--- src/rtl/wb_arbiter.sv ---
// Writeback arbiter: merges ALU results and queued load returns into the single
// register-file write port, and tracks registers still waiting on a load.
module wb_arbiter #(
  parameter int LQ_DEPTH = 2
) (
  input  logic        i_clk,
  input  logic        i_rst,
  input  logic        i_alu_valid,
  input  logic [4:0]  i_alu_rd,
  input  logic [31:0] i_alu_data,
  input  logic        i_ld_valid,
  output logic        o_ld_ready,
  input  logic [4:0]  i_ld_rd,
  input  logic [31:0] i_ld_data,
  input  logic        i_iss_valid,
  input  logic [4:0]  i_iss_rd,
  input  logic [4:0]  i_q_rd1,
  input  logic [4:0]  i_q_rd2,
  output logic        o_busy1,
  output logic        o_busy2,
  output logic        o_w_en,
  output logic [4:0]  o_w_indx,
  output logic [31:0] o_w_data
);

  localparam int PW = $clog2(LQ_DEPTH);

  typedef enum logic {
    TAG_ALU  = 1'b0,
    TAG_LOAD = 1'b1
  } tag_t;

  logic [4:0]  r_lq_rd   [LQ_DEPTH];
  logic [31:0] r_lq_data [LQ_DEPTH];
  logic [PW:0] r_wptr;
  logic [PW:0] r_rptr;
  logic [31:0] r_pending;
  tag_t        r_tag;
  logic        r_w_en;
  logic [4:0]  r_w_indx;
  logic [31:0] r_w_data;

  logic        w_empty;
  logic        w_full;
  logic        w_push;
  logic        w_pop;
  logic        w_alu;
  logic [4:0]  w_head_rd;
  logic [31:0] w_head_data;
  logic [31:0] w_pending_nxt;

  // Pointers carry an extra wrap bit so full and empty are distinguishable.
  assign w_empty     = (r_wptr == r_rptr);
  assign w_full      = (r_wptr[PW] != r_rptr[PW]) && (r_wptr[PW-1:0] == r_rptr[PW-1:0]);
  assign o_ld_ready  = !w_full && !i_rst;
  assign w_push      = i_ld_valid && o_ld_ready;
  assign w_alu       = i_alu_valid && (i_alu_rd != 5'd0);
  assign w_pop       = !w_alu && !w_empty;
  assign w_head_rd   = r_lq_rd[r_rptr[PW-1:0]];
  assign w_head_data = r_lq_data[r_rptr[PW-1:0]];

  assign o_w_en   = r_w_en;
  assign o_w_indx = r_w_indx;
  assign o_w_data = r_w_data;
  assign o_busy1  = r_pending[i_q_rd1];
  assign o_busy2  = r_pending[i_q_rd2];

  // A new issue to a register wins over a load write clearing it at the same edge.
  always_comb begin
    w_pending_nxt = r_pending;
    if (r_w_en && (r_tag == TAG_LOAD)) begin
      w_pending_nxt[r_w_indx] = 1'b0;
    end
    if (i_iss_valid) begin
      w_pending_nxt[i_iss_rd] = 1'b1;
    end
    w_pending_nxt[0] = 1'b0;
  end

  always_ff @(posedge i_clk) begin
    if (w_push) begin
      r_lq_rd[r_wptr[PW-1:0]]   <= i_ld_rd;
      r_lq_data[r_wptr[PW-1:0]] <= i_ld_data;
    end
  end

  always_ff @(posedge i_clk) begin
    if (i_rst) begin
      r_wptr    <= '0;
      r_rptr    <= '0;
      r_pending <= '0;
      r_tag     <= TAG_ALU;
      r_w_en    <= 1'b0;
      r_w_indx  <= 5'd0;
      r_w_data  <= 32'd0;
    end else begin
      r_pending <= w_pending_nxt;
      if (w_push) begin
        r_wptr <= r_wptr + {{PW{1'b0}}, 1'b1};
      end
      if (w_pop) begin
        r_rptr <= r_rptr + {{PW{1'b0}}, 1'b1};
      end
      if (w_alu) begin
        r_w_en   <= 1'b1;
        r_w_indx <= i_alu_rd;
        r_w_data <= i_alu_data;
        r_tag    <= TAG_ALU;
      end else if (w_pop && (w_head_rd != 5'd0)) begin
        r_w_en   <= 1'b1;
        r_w_indx <= w_head_rd;
        r_w_data <= w_head_data;
        r_tag    <= TAG_LOAD;
      end else begin
        // Idle or an x0 load being discarded: index and data keep their last values.
        r_w_en <= 1'b0;
        r_tag  <= TAG_ALU;
      end
    end
  end

endmodule

--- config.mk ---
export PLATFORM = sky130hd
export DESIGN_NAME = wb_arbiter
export DESIGN_NICKNAME = d
export VERILOG_FILES = /design/src/rtl/wb_arbiter.sv
export SDC_FILE = /design/constraint.sdc
export NUM_CORES = 1
export LEC_CHECK = 0
export CORE_MARGIN = 4
export CORE_UTILIZATION = 55
export CTS_CLUSTER_DIAMETER = 150
export DETAILED_ROUTE_END_ITERATION = 12
export DONT_BUFFER_PORTS = 1
export PLACE_DENSITY = 0.7
export RECOVER_POWER = 25
export SYNTH_ARGS = -nofsm -noshare
export SYNTH_HDL_FRONTEND = slang
export SYNTH_SLANG_ARGS = --single-unit
--- constraint.sdc ---
create_clock -name i_clk -period 14 [get_ports i_clk]
set_input_delay 4.2 -clock i_clk [delete_from_list [all_inputs] [get_ports i_clk]]
set_output_delay 4.2 -clock i_clk [all_outputs]
set_load 0.02 [all_outputs]
### After elaboration in Yosys (flattened, before gate mapping)

Memory sizes are Yosys's and may differ from the RTL's. A register that Yosys moved wholly into a read port is not among the register bits.
Cells that the tools add are included.

* memory bits (writable): 74
* output and inout bits: 41
* input port bits: 94
* register bits after elaboration: 75
* memories: 2
* word-level logic and storage cells: 63

Memory list
* r_lq_data: words 2, bits a word 32, read ports 1, clocked after Yosys merged registers in 1, write ports 1, RTL line 34 `logic [31:0] r_lq_data [LQ_DEPTH];`
* r_lq_rd: words 2, bits a word 5, read ports 1, clocked after Yosys merged registers in 1, write ports 1, RTL line 33 `logic [4:0] r_lq_rd [LQ_DEPTH];`

* multiplexer cells: 22
* reductions and logical operators: 17
* $add $sub $neg: 2
* equal/unequal tests: 3
* bitwise logic cells: 3
* order comparisons: 6

Operator list (count)
* $mux 32: 4
* $and 32x32->32: 1
* $not 32->32: 1
* $or 32x32->32: 1
* $lt 5x6->1 const B: 4
* $mux 1: 12
* $bmux 1 s5: 2
* $demux 1 s5: 2
* $ge 5x1->1 const B: 2
* $mux 5: 2
* $reduce_bool 5->1: 2
* $logic_and 1x1->1: 9
* $add 2x1->2 const B: 2
* $logic_not 1->1: 4
* $eq 2x2->1: 1
* $reduce_bool 2->1: 1
* $reduce_or 2->1: 1
* $eq 1x1->1: 1
* $ne 1x1->1: 1

### Longest topological paths before layout

* depth in word-level cells: 9
* gate-level depth with buffers: 7
* depth with buffers taken out: 4

### Worst setup path after synthesis

OpenSTA, ideal clock, no wires.

* path type: in2reg
* start: input i_ld_valid
* end: memory r_lq_data[1][0], enable pin
* setup slack: 3047 ps
* buffers on the path: 0
* arrival: 10312 ps
* stages: 2
* library setup time: 642 ps
* data required time: 13358 ps
* path through: inv_1 > a2111oi_0

* word-level cells in the longest chain between the ends: 3

Ends and longest elaborated chain
* start, declared: RTL line 11 `input logic i_ld_valid,`
* $logic_and 1x1->1: RTL line 56 `assign w_push = i_ld_valid && o_ld_ready;`
* $mux 1: RTL line 81 `if (w_push) begin`
* $mux 1 (not written as such): RTL line 83 `r_lq_data[r_wptr[PW-1:0]] <= i_ld_data;`
* end, declared: RTL line 34

No other way between the ends.

### Worst setup path after layout

* start: input i_q_rd2[1]
* end: output o_busy2

* word-level cells in the longest chain between the ends: 2

Ends and longest elaborated chain
* start, declared: RTL line 18 `input logic [4:0] i_q_rd2,`
* $bmux 1 s5: RTL line 66 `assign o_busy2 = r_pending[i_q_rd2];`
* $mux 1 (not written as such): RTL line 66
* end, declared: RTL line 20 `output logic o_busy2,`

No other way between the ends. The select of a mux whose other input is x is not followed.

==> metrics.md <==
| Metric | Value |
|---|---|
| CTS buffer count | `17` |
| WL/cell | `21.3 um` |
| Main synth FF type | `dfxtp_1` |
| FF-to-FF path depth | `6` |
| Count leader, synth | `nand2_1` |
| PnR worst setup slack | `4260 ps` |
| Peak supply drop | `0.0809 mV` |
| Worst path arrival time | `5540 ps` |
| CP max-delay cell | `or4_1` |
| Critical Path Source Type | `primary input` |
| Switching pwr | `0.264 mW` |
| HPWL after detailed placement | `10.4 mm` |
| Ant diodes | `0` |
| Avg Inst Size Synth | `11.7 sq um` |
| Hold Path Sink | `r_pending[3]` |
| Core ar. | `12100 sq um` |
| Fmax | `0.103 GHz` |
| Clock power share | `43.1%` |
| Register area | `3720 sq um` |
| Post-CTS Setup Inserts | `0` |
| Final period utilization | `69.6%` |
| Mapped cell area | `6800 sq um` |
| Hold Crit Start | `r_pending[3]` |
| Die area | `14200 sq um` |
| Pre-CTS setup slack | `4270 ps` |
| Reg-to-Reg End | `o_w_data[12]` |
| P_leak | `2.48 nW` |
| Worst rel slew slack | `27.5%` |
| CTS max path bufs | `2` |
| DRT Wirelength | `15.8 mm` |
| Finish-stage setup viols | `0` |
| Worst endpoint required time | `9800 ps` |
| Nets@finish | `657` |
| Site Rows | `40` |
| Minimum clock period | `9740 ps` |
| Power per cell area | `149 nW/um^2` |
| Final hold viol count | `0` |
| Skew final | `4.53 ps` |
| Worst-Skew Late Latency | `410 ps` |
| Worst-path fanout max | `9` |
| Fin Hold WS | `498 ps` |
| Final GP Congestion | `0.876` |
| Worst hold path class | `reg -> reg` |
| Vias | `4631` |
| Cells resized by post-CTS repair | `0` |
| Worst R2R Setup Slack | `10990 ps` |
| Power Total | `1.11 mW` |
| Mapped Nets | `675` |
| Top cells by area, synth | `edfxtp_1 33%, dfxtp_1 22%, mux2i_1 10%, mux4_2 4.6%, a221o_1 4.4%` |
| First-pass GRT wire length | `24.8 mm` |
| DRC | `0` |
| Synth area leader | `edfxtp_1` |
| Grt ovf | `0` |
| CTS tree | `done` |
| Setup TNS | `0 ps` |
| Design area | `7460 sq um` |
| CP cell instances | `mux2_2 > a221oi_1 > a2111oi_0 > or4_1` |
| Sequential-to-total area share from yosys stat | `54.8%` |
| Synth cell types | `50` |
| RSZ-0062 raised after global routing | `no` |
| Total GRT Usage | `22.5%` |
| Slew Viols, Final | `0` |
| Routed Antenna Nets | `0` |
| Buffers on Ports | `0` |
| I/O pin cnt | `135` |
| Sink Count | `149` |
| Die Wd | `119 um` |
| Max incr delay on CP | `680 ps` |
| Die H | `119 um` |
| Flops & latches, synth | `149` |
| WHS Path Cells | `2` |
| Placed instance area | `6840 sq um` |
| Worst slew pin tran | `1090 ps` |
| Largest net degree at the start of global routing | `75` |
| Multi-input gate area | `2840 sq um` |
| Buf/Inv on CP | `0` |
| CP top delay family | `simple AND/OR/NAND/NOR gates` |
| Initial antenna violation count | `0` |
| DR pass1 iterations | `4` |
| Clk slew on worst S/H paths | `60 ps` |
| Synth Instances | `581` |
| Synth top area share | `32.7%` |
| Status | `completed` |
| Max_cap viols | `0` |
| Post-synth EDFFs | `74` |
| Initial DRC count | `443` |
| Hold-fix buffers, CTS | `0` |
| Sequential power share | `47.8%` |
| Commonest cells post-synth | `78 x nand2_1, 75 x dfxtp_1, 74 x edfxtp_1` |
| Yosys warnings | `0` |
| Pint | `0.849 mW` |
| Synth-to-Final Area Change | `9.70%` |
| Fraction of layout cells with a size suffix above 1 | `9.90%` |
| Comb pwr share | `9.2%` |
| Switching Fraction | `23.8%` |
| Post-synth ARST share | `0%` |
| Vias in the first global route | `4784` |
| Worst Setup End Kind | `primary output` |
| Fillers | `955` |
| Initial Util | `56.3%` |
| CTS H-tree lvls | `4` |
| Crit Path Class | `in -> out` |
| Root buf cell | `clkbuf_16` |
| Number of vias per cell | `6.22` |
stage by stage:
stage	instances	util (%)
finish	744	61.8
detailed placement	712	56.7
floorplan	581	-
CTS	744	61.8
global placement	712	56.7
global route	744	61.8
worst max path at each step:
stage / start / end / slack, ps / depth (start not counted)
after global routing: i_q_rd2[1] / o_busy2 / 4250 / 4
after global placement: i_q_rd2[1] / o_busy2 / 4300 / 4
after CTS: i_q_rd2[1] / o_busy2 / 4270 / 4
after floorplan: i_ld_valid / r_lq_data[1][0] / 3050 / 2
final: i_q_rd2[1] / o_busy2 / 4260 / 4
after detailed placement: i_q_rd2[1] / o_busy2 / 4270 / 4
sequential cells by signal, summed over array words and instances (netlist names), named ones only:
| name | count |
|---|---|
| o_w_data | 32 |
| r_pending | 31 |
| r_lq_rd | 10 |
| o_w_indx | 5 |
| r_lq_data | 64 |
| r_rptr | 2 |
| r_tag | 1 |
| o_w_en | 1 |
| r_wptr | 2 |
layout make-up:
| class | count | share of cell area [%] |
|---|---|---|
| Clock buffer | 20 | 5.86 |
| Timing Repair Buffer | 4 | 0.403 |
| Multi-Input combinational cell | 382 | 38.0 |
| Sequential cell | 149 | 50.0 |
| Inverter | 9 | 0.453 |
| Clock inverter | 12 | 2.47 |
| Tap cell | 168 | 2.82 |
power groups by stage:
stage	combinational [mW]	clock, mW	sequential, mW
3_5_place_dp	0.103	0	0.541
3_3_place_gp	0.100	0	0.540
6_report	0.102	0.479	0.532
5_1_grt	0.113	0.506	0.535
4_1_cts	0.104	0.488	0.532
2_1_floorplan	0.0991	0	0.530
placed cells by master, fill, tap and decap left out, types with 5 or more instances in the layout:
master / netlist / layout
nand2_1: 78 / 78
dfxtp_1: 75 / 74
edfxtp_1: 74 / 74
mux2i_1: 68 / 68
nor2b_1: 36 / 36
a21oi_1: 35 / 35
o21ai_0: 32 / 32
a221o_1: 30 / 30
clkbuf_16: 0 / 17
mux4_2: 14 / 14
inv_1: 8 / 8
nor2_1: 7 / 7
o211ai_1: 7 / 7
nand3_1: 6 / 6
nand3b_1: 5 / 5
nand4_1: 5 / 5
nor3b_1: 5 / 5
bufinv_16: 0 / 5
per-layer routing:
layer	global-route usage [%]	wire length, um	vias to the layer above
met5	0	0	-
met4	8.18	228	0
met3	8.74	1640	20
met2	37.4	7920	226
met1	26.4	6050	2231
li1	-	-	2154
tightest hold or removal path, stage by stage, from the launching register on:
cell and delay, ps:
dfxtp_1 320, o21ai_0 70, a21oi_1 60
cell families after synthesis:
family / after synthesis / share of synthesized area (%)
flip-flops: 149 / 54.8
multiplexers: 86 / 15.3
buffers and inverters: 50 / 3.81
AO/OA/AOI/OAI: 119 / 12.0
AND/OR/NAND/NOR: 172 / 13.5
XOR/XNOR: 5 / 0.644
Power figures use the tool's default switching activity.
